<file path="src/rtl/dma_2d_write_master.sv">
// 2D DMA write master: drains a FWFT FIFO into a width x height region (row pitch = stride) over AXI4 AW/W/B, one burst in flight.
// AWVALID two cycles after start; W stalls on empty FIFO or WREADY=0; DMA2D_WR_4K_SPLIT_EN keeps bursts inside 4 KB pages.
module dma_2d_write_master #(
  parameter int C_M_AXI_ADDR_WIDTH = 32,
  parameter int C_M_AXI_DATA_WIDTH = 32,
  parameter int C_M_AXI_BURST_LEN  = 256
) (
  input  logic                          M_AXI_ACLK,
  input  logic                          M_AXI_ARESETN,
  input  logic                          i_start,
  input  logic [31:0]                   i_dst_addr,
  input  logic [31:0]                   i_img_width,
  input  logic [31:0]                   i_img_height,
  input  logic [31:0]                   i_img_stride,
  input  logic [C_M_AXI_DATA_WIDTH-1:0] i_w_data,
  input  logic                          i_fifo_empty,
  output logic                          o_fifo_pop,
  output logic                          o_write_done,
  output logic                          o_busy,
  output logic                          o_bresp_err,
  output logic [C_M_AXI_ADDR_WIDTH-1:0] M_AXI_AWADDR,
  output logic [7:0]                    M_AXI_AWLEN,
  output logic [2:0]                    M_AXI_AWSIZE,
  output logic [1:0]                    M_AXI_AWBURST,
  output logic                          M_AXI_AWVALID,
  input  logic                          M_AXI_AWREADY,
  output logic [C_M_AXI_DATA_WIDTH-1:0] M_AXI_WDATA,
  output logic [3:0]                    M_AXI_WSTRB,
  output logic                          M_AXI_WLAST,
  output logic                          M_AXI_WVALID,
  input  logic                          M_AXI_WREADY,
  input  logic [1:0]                    M_AXI_BRESP,
  input  logic                          M_AXI_BVALID,
  output logic                          M_AXI_BREADY
);

  localparam logic [2:0] IDLE = 3'd0;
  localparam logic [2:0] CALC = 3'd1;
  localparam logic [2:0] AW   = 3'd2;
  localparam logic [2:0] W    = 3'd3;
  localparam logic [2:0] B    = 3'd4;
  localparam logic [2:0] DONE = 3'd5;

  localparam logic [8:0] MAX_LEN = 9'(C_M_AXI_BURST_LEN);

  logic [2:0]                    state;
  logic [29:0]                   row_beats;
  logic [29:0]                   row_left;
  logic [31:0]                   rows_left;
  logic [31:0]                   stride;
  logic [31:0]                   row_addr;
  logic [31:0]                   cur_addr;
  logic [8:0]                    len;
  logic [7:0]                    beat_cnt;
  logic [C_M_AXI_ADDR_WIDTH-1:0] awaddr;
  logic [7:0]                    awlen;
  logic                          bresp_err;

  logic [8:0]  len_calc;
  logic [29:0] row_left_nxt;
  logic        w_hs;
  logic        last_beat;
  logic        unused_lsbs;

  // Word alignment is forced, so the byte-offset bits of these inputs never matter.
  assign unused_lsbs = ^{i_dst_addr[1:0], i_img_width[1:0], i_img_stride[1:0]};

`ifdef DMA2D_WR_4K_SPLIT_EN
  logic [10:0] room_beats;
`endif

  always_comb begin
    len_calc = (row_left > {21'd0, MAX_LEN}) ? MAX_LEN : row_left[8:0];
`ifdef DMA2D_WR_4K_SPLIT_EN
    // Beats remaining before the next 4 KB page boundary (1..1024).
    room_beats = 11'd1024 - {1'b0, cur_addr[11:2]};
    if ({2'b00, len_calc} > room_beats) len_calc = room_beats[8:0];
`endif
  end

  assign row_left_nxt = row_left - {21'd0, len};
  assign last_beat    = ({1'b0, beat_cnt} == (len - 9'd1));
  assign w_hs         = M_AXI_WVALID & M_AXI_WREADY;

  always_ff @(posedge M_AXI_ACLK or negedge M_AXI_ARESETN) begin
    if (!M_AXI_ARESETN) begin
      state     <= IDLE;
      row_beats <= '0;
      row_left  <= '0;
      rows_left <= '0;
      stride    <= '0;
      row_addr  <= '0;
      cur_addr  <= '0;
      len       <= '0;
      beat_cnt  <= '0;
      awaddr    <= '0;
      awlen     <= '0;
      bresp_err <= 1'b0;
    end else begin
      case (state)
        IDLE: begin
          if (i_start) begin
            row_beats <= i_img_width[31:2];
            row_left  <= i_img_width[31:2];
            rows_left <= i_img_height;
            stride    <= {i_img_stride[31:2], 2'b00};
            row_addr  <= {i_dst_addr[31:2], 2'b00};
            cur_addr  <= {i_dst_addr[31:2], 2'b00};
            bresp_err <= 1'b0;
            state     <= ((i_img_width[31:2] == 30'd0) || (i_img_height == 32'd0)) ? DONE : CALC;
          end
        end
        CALC: begin
          len      <= len_calc;
          awaddr   <= C_M_AXI_ADDR_WIDTH'(cur_addr);
          awlen    <= 8'(len_calc - 9'd1);
          beat_cnt <= '0;
          state    <= AW;
        end
        AW: begin
          if (M_AXI_AWREADY) state <= W;
        end
        W: begin
          if (w_hs) begin
            if (last_beat) begin
              beat_cnt <= '0;
              state    <= B;
            end else begin
              beat_cnt <= beat_cnt + 8'd1;
            end
          end
        end
        B: begin
          if (M_AXI_BVALID) begin
            if (M_AXI_BRESP != 2'b00) bresp_err <= 1'b1;
            if (row_left_nxt != 30'd0) begin
              cur_addr <= cur_addr + {21'd0, len, 2'b00};
              row_left <= row_left_nxt;
              state    <= CALC;
            end else if (rows_left > 32'd1) begin
              rows_left <= rows_left - 32'd1;
              row_addr  <= row_addr + stride;
              cur_addr  <= row_addr + stride;
              row_left  <= row_beats;
              state     <= CALC;
            end else begin
              cur_addr <= cur_addr + {21'd0, len, 2'b00};
              row_left <= row_left_nxt;
              state    <= DONE;
            end
          end
        end
        DONE: state <= IDLE;
        default: state <= IDLE;
      endcase
    end
  end

  assign M_AXI_AWADDR  = awaddr;
  assign M_AXI_AWLEN   = awlen;
  assign M_AXI_AWSIZE  = 3'b010;
  assign M_AXI_AWBURST = 2'b01;
  assign M_AXI_AWVALID = (state == AW);
  assign M_AXI_WVALID  = (state == W) & ~i_fifo_empty;
  // FIFO head passes straight through; zeroed outside W so idle/reset output is clean.
  assign M_AXI_WDATA   = (state == W) ? i_w_data : '0;
  assign M_AXI_WSTRB   = 4'hF;
  assign M_AXI_WLAST   = (state == W) & last_beat;
  assign M_AXI_BREADY  = (state == B);

  assign o_fifo_pop   = w_hs;
  assign o_write_done = (state == DONE);
  assign o_busy       = (state == CALC) || (state == AW) || (state == W) || (state == B);
  assign o_bresp_err  = bresp_err;

endmodule
</file>
<file path="config.mk">
export PLATFORM = sky130hd
export DESIGN_NAME = dma_2d_write_master
export DESIGN_NICKNAME = d
export VERILOG_FILES = /design/src/rtl/dma_2d_write_master.sv
export SDC_FILE = /design/constraint.sdc
export NUM_CORES = 1
export LEC_CHECK = 0
export CORE_MARGIN = 5
export CORE_UTILIZATION = 58
export DETAILED_ROUTE_END_ITERATION = 10
export PLACE_DENSITY = 0.86
export SLEW_MARGIN = 20
export SYNTH_ARGS = -nofsm -noshare
export SYNTH_HDL_FRONTEND = slang
export SYNTH_SLANG_ARGS = --single-unit
</file>
<file path="constraint.sdc">
create_clock -name M_AXI_ACLK -period 8.4 [get_ports M_AXI_ACLK]
set_input_delay 1.26 -clock M_AXI_ACLK [delete_from_list [all_inputs] [get_ports M_AXI_ACLK]]
set_output_delay 1.26 -clock M_AXI_ACLK [all_outputs]
set_load 0.1 [all_outputs]
</file>
Word-level counts from Yosys, hierarchy flattened --
Index checks and enable logic that the tools add are counted.
Storage, ports and cells: register bits 247, input port bits 169, output and inout port bits 89, word-level logic and storage cells 93
Operators by class: $add $sub $neg 7, $lt $le $gt $ge 2, equality and inequality tests 14, mux-type cells 37, bitwise logic cells 4, reductions and logical operators 17
Operators by type and width (count):
- $mux 32 | 12
- $pmux 32 s2 | 3
- $mux 30 | 4
- $pmux 30 s2 | 1
- $add 32x11->32 | 1
- $add 32x32->32 | 1
- $gt 32x1->1 const B | 1
- $logic_not 32->1 | 1
- $sub 32x1->32 const B | 1
- $gt 30x9->1 const B | 1
- $logic_not 30->1 | 1
- $reduce_bool 30->1 | 1
- $sub 30x9->30 | 1
- $mux 3 | 8
- $mux 8 | 2
- $pmux 8 s2 | 1
- $pmux 3 s5 | 1
- $ne 2x2->1 const B | 5
- $reduce_and 5->1 | 2
- $eq 8x9->1 | 1
- $mux 9 | 1
- $sub 9x1->9 const B | 1
- $add 8x1->8 const B | 1
- $sub 8x1->8 const B | 1
- other kinds (14) | 28

Depth between registers and ports, before layout --
depth after elaboration 5, depth in mapped cells 16, depth with buffers taken out 14

Least setup slack after synthesis --
Ideal clock, no wire load.
path kind input -> output, from input i_fifo_empty, to output o_fifo_pop, data arrival time 3.402 ns, required time 7.140 ns, slack 3.738 ns, stages on the path 3, buffers on the path 0, cell sequence nor2_1 nand2_1 inv_1
Between the ends: cells in the longest elaborated chain, start to end 3
RTL lines:
- from (decl) | line 16 | input logic i_fifo_empty,
- $not 1->1 | line 164 | assign M_AXI_WVALID = (state == W) & ~i_fifo_empty;
- $and 1x1->1 | line 164
- $and 1x1->1 | line 83 | assign w_hs = M_AXI_WVALID & M_AXI_WREADY;
- to (decl) | line 17 | output logic o_fifo_pop,
No other way between the ends.

Worst setup path after layout --
from register len[7], to register cur_addr[28]
Between the ends: cells in the longest elaborated chain, start to end 5, elaborated cells between the ends (all ways) 7, those cells by class add/sub (2); mux (4); reduce/logical (1)
RTL lines:
- from (decl) | line 53 | logic [8:0] len;
- from (signal assigned) | line 114 | len <= len_calc;
- $sub 30x9->30 or $add 32x11->32 (tied branches) | line 81, 137, 147
- $reduce_bool 30->1 or $mux 32 (tied branches) | line 136, 140
- $mux 32 (*) | line 136 | if (row_left_nxt != 30'd0) begin
- $mux 32 (*) | line 134 | if (M_AXI_BVALID) begin
- $pmux 32 s2 (*) | line 100 | case (state)
- to (signal assigned) | line 108 | cur_addr <= {i_dst_addr[31:2], 2'b00};
- to (signal assigned) | line 137 | cur_addr <= cur_addr + {21'd0, len, 2'b00};
- to (signal assigned) | line 143 | cur_addr <= row_addr + stride;
- to (decl) | line 52 | logic [31:0] cur_addr;
Mark *: on every way between the ends. The rest lies on a longest branch, timed or not. The select of a mux whose other input is x is not followed. A chain may end at the register's enable or synchronous reset.

==> qor.csv <==
stage,metric,value,unit
status,outcome,"finished, final reports clean",
finish,Sequential Area,6080,um2
sta,final hold slack,471,ps
sta,Max Clk Rate,0.176,GHz
worst_setup_path,critical path data arrival time,6100,ps
global_route,Global Route Usage Sum,0.320,
sta,"Slew Viols, Final",0,
sta,TNS Setup,0,ps
sta,unrepaired setup endpoints after global routing,false,
floorplanning,Placeable Area,25800,um2
global_route,antenna violations before repair,1,
clocking,CTS resizes,0,
floorplanning,# IOs,258,
logic_synthesis,post-synth cell types,78,
global_route,GRT overflow,0,
worst_setup_path,crit path launch type,flip-flop,
worst_setup_path,Worst Path Required,8830,ps
detailed_routing,drt total wl,48.1,mm
detailed_routing,drt drc,0,
pwr,Pleak,8.06,nW
sta,Slew @ Worst Pin,1100,ps
logic_synthesis,Gate Count Post-Synth,1868,
finish,multi-input logic area,8490,um2
place,PortBufs,242,
logic_synthesis,synth warn,0,
global_route,vias in the first global route,15000,
logic_synthesis,number of synthesized flops with an enable pin,0,
clocking,hold buffers post-CTS,0,
worst_setup_path,WS Path Type,reg2reg,
clocking,CTS sink cnt,243,
sta,clk_skew,15.0,ps
sta,period utilization,0.675,
finish,synthesis-to-layout area growth,23.4,%
floorplanning,Die Area,29300,um2
floorplanning,Die Ht,171,um
logic_synthesis,syn avg cell area,8.08,um2
logic_synthesis,Main synth FF type,dfrtp_1,
detailed_routing,wire per inst,20.0,um
detailed_routing,First-pass DRT Iterations,7,
logic_synthesis,sequential fraction of the synthesis area,0.403,
logic_synthesis,"Cell Area, Synth",15100,um2
clocking,"Setup Fix Bufs, Post-CTS",0,
clocking,CTS tree,built,
clocking,"Clk Latency, worst-skew pair",550,ps
place,gpl congestion,0.917,
finish,fraction of layout cells with a size suffix above 1,0.0440,
worst_setup_path,worst-path fanout max,34,
detailed_routing,Final ANT Viol Nets,0,
sta,Final Hold Viols,0,
pwr,Power Total,0.00735,W
sta,Final setup viols,0,
clocking,clk slew on worst S/H paths,70,ps
logic_synthesis,Seq cells post-synth,243,
place,DPL Wire Length,33.7,mm
floorplanning,Die Wd,171,um
finish,Fillers,1980,
run,Max-Cap Viols,0,
clocking,CTS Buf Count,27,
global_route,global-route wire length before repair,76.5,mm
finish,Layout Nets,2274,
clocking,CTS H-tree lvls,1,
finish,"commonest non-fill, non-tap cell in the layout",nand2_1,
detailed_routing,Iter 0 DRT Violations,1443,
sta,slew margin rel.,0.264,
floorplanning,Core Rows,59,
clocking,CTS max path bufs,3,
finish,most frequent cells in the layout,"nand2_1, dfrtp_1, clkdlybuf4s50_1, nor2_1, o21ai_0",
pwr,power per cell area,395,nW/um2
pwr,worst vdd ir,0.376,mV
finish,Diodes inserted,0,
clocking,Root Driver,clkbuf_16,
floorplanning,initial cell density of the core,0.584,
detailed_routing,via count,15400,
logic_synthesis,Async SR Flop Fraction,1.00,
worst_setup_path,Worst setup EP type,flip-flop,
detailed_routing,Via density,6.42,
min_path,Min-Delay Path Class,reg2reg,
global_route,largest net degree at the start of global routing,93,
sta,Final min period,5670,ps
==> critical path: stages, from the launching register on <==
cell       delay (ps)
dfrtp_1           460
inv_1             110
ha_1              360
and3_1            230
and3_1            190
a31oi_1           700
a31oi_1           290
a2111oi_0         580
o2111ai_1         270
nor4_4            610
nor2_1            290
nor2_4            600
buf_4             460
o211ai_1          200
nor3b_1           180
==> area by class of cell <==
| cell class | count | area share |
|---|---|---|
| multi-input combinational | 1492 | 0.456 |
| sequential | 243 | 0.327 |
| timing repair buffer | 255 | 0.136 |
| clock buffer | 34 | 0.0415 |
| tap | 335 | 0.0225 |
| clock inverter | 14 | 0.0116 |
| inverter | 31 | 0.00625 |
==> cell families (layout without fill, tap and decap cells) <==
group                      after synthesis  count (layout)  synth area share
adders and majority gates               55              55            0.0471
AOI/OAI and AO/OA                      507             507             0.211
muxes                                    4               4           0.00265
other                                    2               9          0.000498
buffers and inverters                  140             334            0.0387
DFF                                    243             243             0.403
and+or+nand+nor                        858             858             0.263
xor gates and xnor gates                59              59            0.0343
==> per-stage QoR <==
stage,instances,cell area (um2),setup slack [ps],util
floorplan,1875,15100,3740,-
global placement,2356,17600,3180,0.682
detailed placement,2356,17600,3010,0.682
CTS,2404,18600,2960,0.720
global route,2404,18600,2620,0.721
finish,2404,18600,2730,0.721
==> final timing paths <==
kind                          startpoint         endpoint  slack (ps)  cells past startpoint
min in group asynchronous  M_AXI_ARESETN  M_AXI_AWADDR[1]         690                      1
hold reg to reg            row_beats[19]    row_beats[19]         470                      2
hold / removal             row_beats[19]    row_beats[19]         470                      2
max in group asynchronous  M_AXI_ARESETN    row_beats[26]        6490                      2
setup reg to reg                  len[7]     cur_addr[28]        2730                     14
setup / recovery                  len[7]     cur_addr[28]        2730                     14
==> power by group <==
part	internal (W)	switching [W]
Combinational	0.00129	0.00258
Clock	0.000802	0.000503
Sequential	0.00167	0.000506
==> sequential cells by signal (all words and copies together) (netlist names) <==
name,cells
row_beats,30
state,3
rows_left,32
M_AXI_AWLEN,8
len,9
M_AXI_AWADDR,31
o_bresp_err,1
cur_addr,31
row_addr,30
row_left,30
beat_cnt,8
stride,30
==> metal layers <==
layer,share of wire,up-vias,GRT usage
met1,0.38,7318,0.412
met5,0.00027,-,0
met3,0.11,146,0.0662
met4,0.046,2,0.140
met2,0.46,937,0.525
li1,-,7028,-
==> synthesized netlist by cell type, types with 11 or more instances <==
cell / number / area share
inv_1: 31 / 0.0077
nand2_1: 400 / 0.10
nand2b_1: 15 / 0.0062
a31oi_1: 34 / 0.014
or3_1: 16 / 0.0066
nor4_1: 26 / 0.011
nand4_1: 19 / 0.0079
nand3_1: 50 / 0.017
nor2_1: 161 / 0.040
xor2_1: 28 / 0.016
dfrtp_1: 243 / 0.40
nor2b_1: 14 / 0.0058
ha_1: 52 / 0.043
nor3_1: 48 / 0.016
a21oi_1: 131 / 0.043
o31ai_1: 13 / 0.0065
o21a_1: 20 / 0.010
o22a_1: 11 / 0.0064
o21ai_0: 141 / 0.047
and3_1: 52 / 0.022
or4_1: 11 / 0.0055
o2bb2ai_1: 11 / 0.0064
clkbuf_1: 81 / 0.020
o22ai_1: 17 / 0.0070
buf_4: 13 / 0.0065
a211oi_1: 26 / 0.013
xnor2_1: 31 / 0.018
a21o_1: 19 / 0.0095
Note: power is estimated with default switching activity, not from simulation.
